[config.mk]
export PLATFORM = sky130hd
export DESIGN_NAME = rst_ckpt_flat
export DESIGN_NICKNAME = d
export VERILOG_FILES = /design/src/rtl/rst_pkg.sv /design/src/rtl/rst_ckpt_if.sv /design/src/rtl/rst_cdb_match.sv /design/src/rtl/rst_ckpt.sv /design/src/flat_wrapper.sv
export SDC_FILE = /design/constraint.sdc
export NUM_CORES = 2
export LEC_CHECK = 0
export ABC_AREA = 1
export CORE_UTILIZATION = 33
export DETAILED_ROUTE_END_ITERATION = 8
export HOLD_SLACK_MARGIN = 0.06
export PLACE_DENSITY = 0.47
export SLEW_MARGIN = 30
export SYNTH_ARGS = -nofsm -noshare
export SYNTH_HDL_FRONTEND = slang
export SYNTH_SLANG_ARGS = --single-unit
[constraint.sdc]
create_clock -name clock -period 4.51 [get_ports clock]
set_input_delay 0.902 -clock clock [delete_from_list [all_inputs] [get_ports clock]]
set_output_delay 0.902 -clock clock [all_outputs]
set_load 0.02 [all_outputs]
[src/rtl/rst_pkg.sv]
// Shared sizing and entry type for the register status table and its checkpoints.
package rst_pkg;
    localparam int NUM_REGS = 32;
    localparam int TAG_W    = 5;
    localparam int NUM_RD   = 2;
    localparam int NUM_CDB  = 2;
    localparam int NUM_CKPT = 4;
    localparam int REG_AW   = $clog2(NUM_REGS);
    localparam int CK_AW    = $clog2(NUM_CKPT);

    typedef struct packed {
        logic             pending;
        logic [TAG_W-1:0] tag;
    } entry_t;
endpackage

[src/rtl/rst_ckpt_if.sv]
// Dispatch/ROB/CDB-facing signal bundle of the register status table.
interface rst_ckpt_if;
    import rst_pkg::*;

    logic [NUM_RD*REG_AW-1:0]  rd_addr;
    logic [NUM_RD*TAG_W-1:0]   rd_tag;
    logic [NUM_RD-1:0]         rd_valid;
    logic                      wen;
    logic [REG_AW-1:0]         waddr;
    logic [TAG_W-1:0]          wtag;
    logic [NUM_CDB-1:0]        cdb_valid;
    logic [NUM_CDB*TAG_W-1:0]  cdb_tag;
    logic                      ckpt_save;
    logic [CK_AW-1:0]          ckpt_id;
    logic                      ckpt_full;
    logic                      ckpt_restore;
    logic [CK_AW-1:0]          ckpt_rid;
    logic [NUM_CKPT-1:0]       ckpt_release;
    logic                      flush;
    logic [NUM_REGS-1:0]       pending_vec;
    logic                      ckpt_err;

    modport master (
        output rd_addr, wen, waddr, wtag, cdb_valid, cdb_tag,
               ckpt_save, ckpt_restore, ckpt_rid, ckpt_release, flush,
        input  rd_tag, rd_valid, ckpt_id, ckpt_full, pending_vec, ckpt_err
    );

    modport slave (
        input  rd_addr, wen, waddr, wtag, cdb_valid, cdb_tag,
               ckpt_save, ckpt_restore, ckpt_rid, ckpt_release, flush,
        output rd_tag, rd_valid, ckpt_id, ckpt_full, pending_vec, ckpt_err
    );
endinterface

[src/rtl/rst_cdb_match.sv]
// Flags every pending entry whose tag is on any valid CDB channel this cycle.
// Purely combinational, no backpressure.
module rst_cdb_match
    import rst_pkg::*;
#(
    parameter int N = NUM_REGS
) (
    input  entry_t [N-1:0]             ent_i,
    input  logic   [NUM_CDB-1:0]       cdb_valid_i,
    input  logic   [NUM_CDB*TAG_W-1:0] cdb_tag_i,
    output logic   [N-1:0]             hit_o
);
    always_comb begin
        hit_o = '0;
        for (int e = 0; e < N; e++) begin
            for (int c = 0; c < NUM_CDB; c++) begin
                if (ent_i[e].pending && cdb_valid_i[c] &&
                    ent_i[e].tag == cdb_tag_i[c*TAG_W +: TAG_W])
                    hit_o[e] = 1'b1;
            end
        end
    end
endmodule

[src/rtl/rst_ckpt.sv]
// Register status table with CDB clears and branch checkpoints; reads are zero-latency,
// updates land on the next edge, no backpressure (illegal requests pulse ckpt_err instead).
module rst_ckpt
    import rst_pkg::*;
(
    input  logic      clock,
    input  logic      reset,
    rst_ckpt_if.slave bus
);
    entry_t [NUM_REGS-1:0]               live_q, live_d, live_clr, live_wr;
    entry_t [NUM_CKPT-1:0][NUM_REGS-1:0] ckpt_q, ckpt_d, ck_clr;
    logic   [NUM_CKPT-1:0]               used_q, used_d, used_rel;
    logic                                err_q, err_d;
    logic   [NUM_REGS-1:0]               live_hit;
    logic   [NUM_CKPT-1:0][NUM_REGS-1:0] ck_hit;
    logic   [CK_AW-1:0]                  free_id;
    logic                                full;

    rst_cdb_match #(.N(NUM_REGS)) u_live_match (
        .ent_i       (live_q),
        .cdb_valid_i (bus.cdb_valid),
        .cdb_tag_i   (bus.cdb_tag),
        .hit_o       (live_hit)
    );

    for (genvar k = 0; k < NUM_CKPT; k++) begin : g_ck_match
        rst_cdb_match #(.N(NUM_REGS)) u_match (
            .ent_i       (ckpt_q[k]),
            .cdb_valid_i (bus.cdb_valid),
            .cdb_tag_i   (bus.cdb_tag),
            .hit_o       (ck_hit[k])
        );
    end

    // Released slots count as free in the same cycle so a save can reuse them.
    always_comb begin
        used_rel = used_q & ~bus.ckpt_release;
        free_id  = '0;
        for (int k = NUM_CKPT-1; k >= 0; k--) begin
            if (!used_rel[k])
                free_id = CK_AW'(k);
        end
        full = &used_rel;
    end

    always_comb begin
        live_clr = live_q;
        for (int r = 0; r < NUM_REGS; r++) begin
            if (live_hit[r])
                live_clr[r].pending = 1'b0;
        end
        live_wr = live_clr;
        if (bus.wen && bus.waddr != '0)
            live_wr[bus.waddr] = '{pending: 1'b1, tag: bus.wtag};
        ck_clr = ckpt_q;
        for (int k = 0; k < NUM_CKPT; k++) begin
            for (int r = 0; r < NUM_REGS; r++) begin
                if (ck_hit[k][r])
                    ck_clr[k][r].pending = 1'b0;
            end
        end
    end

    always_comb begin
        live_d = live_wr;
        ckpt_d = ck_clr;
        used_d = used_rel;
        err_d  = 1'b0;
        if (bus.flush) begin
            live_d = '0;
            used_d = '0;
        end else if (bus.ckpt_restore) begin
            if (used_q[bus.ckpt_rid]) begin
                live_d                = ck_clr[bus.ckpt_rid];
                used_d[bus.ckpt_rid]  = 1'b0;
            end else begin
                err_d = 1'b1;
            end
            if (bus.ckpt_save)
                err_d = 1'b1;
        end else if (bus.ckpt_save) begin
            if (full) begin
                err_d = 1'b1;
            end else begin
                ckpt_d[free_id] = live_wr;
                used_d[free_id] = 1'b1;
            end
        end
    end

    always_ff @(posedge clock) begin
        if (reset) begin
            live_q <= '0;
            ckpt_q <= '0;
            used_q <= '0;
            err_q  <= 1'b0;
        end else begin
            live_q <= live_d;
            ckpt_q <= ckpt_d;
            used_q <= used_d;
            err_q  <= err_d;
        end
    end

    assign bus.ckpt_id   = free_id;
    assign bus.ckpt_full = full;
    assign bus.ckpt_err  = err_q;

    always_comb begin
        bus.pending_vec = '0;
        bus.rd_tag      = '0;
        bus.rd_valid    = '0;
        for (int r = 0; r < NUM_REGS; r++)
            bus.pending_vec[r] = live_q[r].pending;
        for (int i = 0; i < NUM_RD; i++) begin
            bus.rd_tag[i*TAG_W +: TAG_W] = live_q[bus.rd_addr[i*REG_AW +: REG_AW]].tag;
            bus.rd_valid[i] = live_q[bus.rd_addr[i*REG_AW +: REG_AW]].pending &
                              ~live_hit[bus.rd_addr[i*REG_AW +: REG_AW]];
        end
    end
endmodule

[src/flat_wrapper.sv]
// flat-port wrapper written by rule: the top's interface ports become plain ports
module rst_ckpt_flat import rst_pkg::*;
  (clock, reset, bus_rd_addr, bus_wen, bus_waddr, bus_wtag, bus_cdb_valid, bus_cdb_tag, bus_ckpt_save, bus_ckpt_restore, bus_ckpt_rid, bus_ckpt_release, bus_flush, bus_rd_tag, bus_rd_valid, bus_ckpt_id, bus_ckpt_full, bus_pending_vec, bus_ckpt_err);
  rst_ckpt_if bus_i ();
  input  logic clock;
  input  logic reset;
  input wire logic [$bits(bus_i.rd_addr)-1:0] bus_rd_addr;
  input wire logic [$bits(bus_i.wen)-1:0] bus_wen;
  input wire logic [$bits(bus_i.waddr)-1:0] bus_waddr;
  input wire logic [$bits(bus_i.wtag)-1:0] bus_wtag;
  input wire logic [$bits(bus_i.cdb_valid)-1:0] bus_cdb_valid;
  input wire logic [$bits(bus_i.cdb_tag)-1:0] bus_cdb_tag;
  input wire logic [$bits(bus_i.ckpt_save)-1:0] bus_ckpt_save;
  input wire logic [$bits(bus_i.ckpt_restore)-1:0] bus_ckpt_restore;
  input wire logic [$bits(bus_i.ckpt_rid)-1:0] bus_ckpt_rid;
  input wire logic [$bits(bus_i.ckpt_release)-1:0] bus_ckpt_release;
  input wire logic [$bits(bus_i.flush)-1:0] bus_flush;
  output wire logic [$bits(bus_i.rd_tag)-1:0] bus_rd_tag;
  output wire logic [$bits(bus_i.rd_valid)-1:0] bus_rd_valid;
  output wire logic [$bits(bus_i.ckpt_id)-1:0] bus_ckpt_id;
  output wire logic [$bits(bus_i.ckpt_full)-1:0] bus_ckpt_full;
  output wire logic [$bits(bus_i.pending_vec)-1:0] bus_pending_vec;
  output wire logic [$bits(bus_i.ckpt_err)-1:0] bus_ckpt_err;
  assign bus_i.rd_addr = bus_rd_addr;
  assign bus_i.wen = bus_wen;
  assign bus_i.waddr = bus_waddr;
  assign bus_i.wtag = bus_wtag;
  assign bus_i.cdb_valid = bus_cdb_valid;
  assign bus_i.cdb_tag = bus_cdb_tag;
  assign bus_i.ckpt_save = bus_ckpt_save;
  assign bus_i.ckpt_restore = bus_ckpt_restore;
  assign bus_i.ckpt_rid = bus_ckpt_rid;
  assign bus_i.ckpt_release = bus_ckpt_release;
  assign bus_i.flush = bus_flush;
  assign bus_rd_tag = bus_i.rd_tag;
  assign bus_rd_valid = bus_i.rd_valid;
  assign bus_ckpt_id = bus_i.ckpt_id;
  assign bus_ckpt_full = bus_i.ckpt_full;
  assign bus_pending_vec = bus_i.pending_vec;
  assign bus_ckpt_err = bus_i.ckpt_err;
  rst_ckpt u_core (.clock(clock), .reset(reset), .bus(bus_i));
endmodule
; ---- Yosys cells after proc, flatten, opt, wreduce, memory -nomap -nowiden
; Index checks and enable logic that the tools add are counted.
[classes]
n_lt_le_gt_ge = 8
n_eq_ne = 320
muxes = 522
n_bitwise = 12
reduce_logical = 648
[op_table]
columns = cell, n
row1 = two-way mux 768 bit, 4
row2 = equality test 5 bit, 320
row3 = two-way mux 192 bit, 5
row4 = bitwise mux 768 bit, 1
row5 = logical AND 1 bit, 644
row6 = two-way mux 1 bit, 490
row7 = binary-select mux 192 bit (select 2 bit), 1
row8 = demux 192 bit (select 2 bit), 1
row9 = bitwise mux 192 bit, 1
row10 = binary-select mux 6 bit (select 5 bit), 2
row11 = demux 6 bit (select 5 bit), 1
row12 = "less-than comparator 5 x 6 -> 1 bit, second input constant", 3
row13 = two-way mux 6 bit, 3
row14 = two-way mux 4 bit, 4
row15 = binary-select mux 1 bit (select 5 bit), 2
row16 = bitwise AND 4 bit, 2
row17 = two-way mux 2 bit, 4
row18 = NOT 4 bit, 2
row19 = AND reduction 4 bit, 2
row20 = "less-than comparator 2 x 3 -> 1 bit, second input constant", 2
row21 = ">= comparator 5 x 1 -> 1 bit, second input constant", 1
row22 = NOT 1 bit, 5
row23 = nonzero test 5 bit, 1
row24 = demux 1 bit (select 2 bit), 2
row25 = other kinds (5), 7
[totals]
reg_bits = 965
output_inout_bits = 48

; ---- Depth between registers and ports, before layout
[depth]
depth_word = 15
ltp_mapped = 15

; ---- By module
; Synthesis repeated with hierarchy kept, for this count alone.
[unflattened]
hier_cells = 14513
area_unflattened_um2 = 75831.5
[by_module_without_submodules]
columns = module, instances, cells_each, area_per_inst_um2
row1 = rst_ckpt, 1, 6533, 44795.5
row2 = rst_cdb_match, 5, 1596, 6207.2

; ---- Worst setup path after synthesis
; Ideal clock, no wire load.
[synth_path]
path_type = input port to output port
from = input bus_rd_addr[0]
to = output bus_rd_tag[0]
arrival_time_ns = 2.432
setup_slack_ns = 1.176
stages = 8
path_buffers = 3
path_cell_list = buf_2 -> clkinv_1 -> clkbuf_1 -> clkbuf_1 -> a21oi_1 -> o21ai_0 -> nand3_1 -> a32oi_1
[synth_via]
elab_chain_len = 2
[synth_lines]
columns = item, line
row1 = start: declaration, flat_wrapper.sv:7  ; input wire logic [$bits(bus_i.rd_addr)-1:0] bus_rd_addr;
row2 = binary-select mux 6 bit (select 5 bit), rst_ckpt.sv:116  ; bus.rd_tag[i*TAG_W +: TAG_W] = live_q[bus.rd_addr[i*REG_AW +: REG_AW]].tag;
row3 = two-way mux 6 bit (implied by the code), rst_ckpt.sv:116
row4 = end: declaration, flat_wrapper.sv:18  ; output wire logic [$bits(bus_i.rd_tag)-1:0] bus_rd_tag;
; Every way passes these cells. The select of a mux whose other input is x is not followed.

; ---- Worst setup path after layout
[layout_path]
from = register u_core.live_q, in the netlist u_core.bus.pending_vec[12]
to = output bus_rd_valid[1]
[layout_via]
elab_chain_len = 8
elab_cells_between_ends = 12
cone_classes = mux (6) / bitwise (2) / reduce/logical (4)
[layout_lines]
columns = item, line
row1 = start: declaration, rst_ckpt.sv:10  ; entry_t [NUM_REGS-1:0] live_q, live_d, live_clr, live_wr;
row2 = start signal: assignment, rst_ckpt.sv:98  ; live_q <= live_d;
row3 = logical AND 1 bit (2 in a row), rst_cdb_match.sv:17  ; if (ent_i[e].pending && cdb_valid_i[c] &&
row4 = two-way mux 1 bit (2 in a row), rst_cdb_match.sv:17
row5 = binary-select mux 1 bit (select 5 bit), rst_ckpt.sv:118  ; ~live_hit[bus.rd_addr[i*REG_AW +: REG_AW]];
row6 = two-way mux 1 bit (implied by the code), rst_ckpt.sv:118
row7 = NOT 1 bit, rst_ckpt.sv:118
row8 = bitwise AND 1 bit *, rst_ckpt.sv:117  ; bus.rd_valid[i] = live_q[bus.rd_addr[i*REG_AW +: REG_AW]].pending &
row9 = end: declaration, flat_wrapper.sv:19  ; output wire logic [$bits(bus_i.rd_valid)-1:0] bus_rd_valid;
; Every way passes the cells marked *; elsewhere a longest branch is shown, timed or not. The select of a mux whose other input is x is not followed.

==> results.yml <==
yosys:
  synth_edf_count: 0
  ys_seq_area_share_pct: 30.0
  syn_area_um2: 64300
  async_flop_share_pct: 0
  yosysUniqueCellTypes: 37
  syn_inst: 10300
  ys_warn_count: 0
  synth_ff_type: "dfxtp_1"
  ys_seq_elements: 965
  synthesis.nets: 10300
  synth_area_per_cell_um2: 6.27
  synth_top_area_share_pct: 30.0
  synth_area_leader_cell: "dfxtp_1"
  synth.area.top_cells: "dfxtp_1 30%, a21oi_1 11%, o21ai_0 11%"
critical_path:
  path_class: "reg -> out"
  crit_required_ps: 3610
  crit_arrival_ps: 3590
  end_kind: "primary output"
  crit_path_start_kind: "flop"
  critPathMaxFanout: 6
sta:
  fin_tns_setup_ps: 0
  post-route-period-util_pct: 99.6
  skew_ps: 35.8
  hold_viol_final: 0
  fmax_mhz: 223
  relSlewSlack_pct: 31.8
  worst_pin_slew_ps: 1020
  period_needed_ps: 4490
  setup_violations: 0
  slew_violations: 0
  grt_setup_unrepaired: "no"
global_route:
  overflow: 0
  grt_util_all_layers_pct: 35.1
  grt_pass1_wl_um: 518000
  antenna_found_initial: 14
  grt_max_degree: 153
  grt_pass1_vias: 71700
floorplan:
  num_rows: 161
  die_height_um: 444
  ioPinCount: 92
  chipWidth_um: 444
  die_area_um2: 197000
  core_um2: 193000
  initial_utilization_pct: 33.3
worst_hold_path:
  hold_path_class: "reg -> reg"
clock_network:
  cts_hold_buf: 0
  cts.path.max_buffers: 3
  clk_latency_ps: 820
  cts_buffers: 120
  cts_tree: "done"
  cts_sinks: 965
  cts_setup_buffers: 0
  htree_num_levels: 3
  cts_root_buffer: "clkbuf_16"
  clk_pin_slew_ps: 60
routing:
  drc_errors: 0
  wirelength_um: 363000
  drt_iter0_markers: 11000
  drt-pass1-iter-count: 7
  wire_per_inst_um: 28.9
  ant_nets: 0
  vias: 78600
  via_per_inst: 6.25
finish:
  fillers: 20900
  fin_nets: 9985
  drive_above_1_share_pct: 6.59
  register_area_um2: 19300
  syn2layout_area_growth_pct: 13.3
  multi_input_area_um2: 36700
placement:
  io_buffer_count: 91
  gp_congestion: 0.950
  dp_hpwl_um: 232000
power_and_ir_drop:
  leakage_nw: 28.7
  vdd_drop_max_v: 0.000310
  p_per_area_nw_per_um2: 315
  power_mw: 23.0
job:
  maxCapViolations: 0
status:
  status: "finished, final reports clean"
## metrics by stage
stage	utilization, %	area [um^2]	hold slack (ps)	worst slack (ps)	std cells
after floorplan	-	64300	453	1180	10300
after global placement	35.5	68500	467	167	12300
after detailed placement	35.5	68500	471	169	12300
after CTS	37.7	72800	479	22.6	12600
after global routing	37.7	72900	501	10.2	12600
final	37.7	72900	482	19.3	12600
## metal layers
layer / global-route usage [%] / wire (um) / vias up
met5: 0 / 68 / -
met4: 15.1 / 16600 / 10
met3: 7.30 / 41100 / 954
met1: 48.3 / 152000 / 37400
li1: - / - / 35000
met2: 52.7 / 153000 / 5290
## cell usage in the layout, fill, tap and decap left out, types with 123 or more instances in the layout
cell	instances
nor2_1	850
buf_4	295
o21a_1	143
o22ai_1	830
a221oi_1	212
nand2_1	1067
clkbuf_16	123
o21ai_1	140
nand3_1	605
o21ai_0	1361
a21oi_1	1430
dfxtp_1	955
inv_1	1202
## final timing paths
check	depth (start not counted)	to	slack (ps)	from
setup reg to reg	10	flop	1980	u_core.used_q[2]
setup / recovery	10	bus_rd_valid[1]	20	u_core.bus.pending_vec[12]
hold / removal	2	u_core.ckpt_q[713]	480	u_core.ckpt_q[713]
hold reg to reg	2	u_core.ckpt_q[713]	480	u_core.ckpt_q[713]
## layout make-up
cell class                 instances  area share (%)
clock buffer                     166            4.82
tap                             2526            4.34
multi-input combinational       7161            50.4
antenna                            6          0.0206
clock inverter                    55            1.11
inverter                        1242            6.55
sequential                       965            26.5
timing repair buffer             451            6.29
## cell families (layout without fill, tap and decap cells)
| group | after synthesis | in the layout | share of synthesized area, % |
|---|---|---|---|
| compound gates | 4278 | 4278 | 37.3 |
| other cells | 0 | 6 | 0 |
| simple gates | 2765 | 2765 | 18.0 |
| xor+xnor | 118 | 118 | 1.61 |
| flops | 965 | 965 | 30.0 |
| buf+inv | 2140 | 1914 | 13.0 |
## critical path, stage by stage (launching register included)
cell	delay (ps)
dfxtp_1	750
nand3_1	150
nor2_1	130
nand3_1	130
nand3_1	130
nand3_1	90
nand3_1	130
nand3_1	180
nand3_1	230
nand2_1	230
clkdlybuf4s50_1	600
## report_power, final
group          total (mW)  switching (mW)  leakage, nW  internal [mW]
clock                10.8            4.31         2.12           6.49
combinational        3.41            2.48         18.8          0.923
sequential           8.76           0.128         7.80           8.63
## synthesized netlist by cell type, types with 6 or more instances
master    count
buf_2       277
or2_2         8
a211oi_1     94
a31oi_1      16
and3_1       13
nand3_1     605
xnor2_1      37
clkbuf_1    529
inv_1      1214
a21oi_1    1430
nor4_1        6
nand2_1    1070
nor3_1      122
a32oi_1       9
dfxtp_1     965
o21ai_0    1361
buf_1        90
o21ai_1     140
xor2_1       81
o22ai_1     830
nand4_1      74
a221oi_1    212
o21a_1      143
inv_2        19
clkinv_1      9
o211ai_1     38
nor2_1      851
nor2_2        7
## what timing repair did
action                                  CTS  global route
endpoints found under the setup margin    2             2
hold endpoints to repair                  0             0
resized for setup                         1            11
Power figures use the tool's default switching activity.
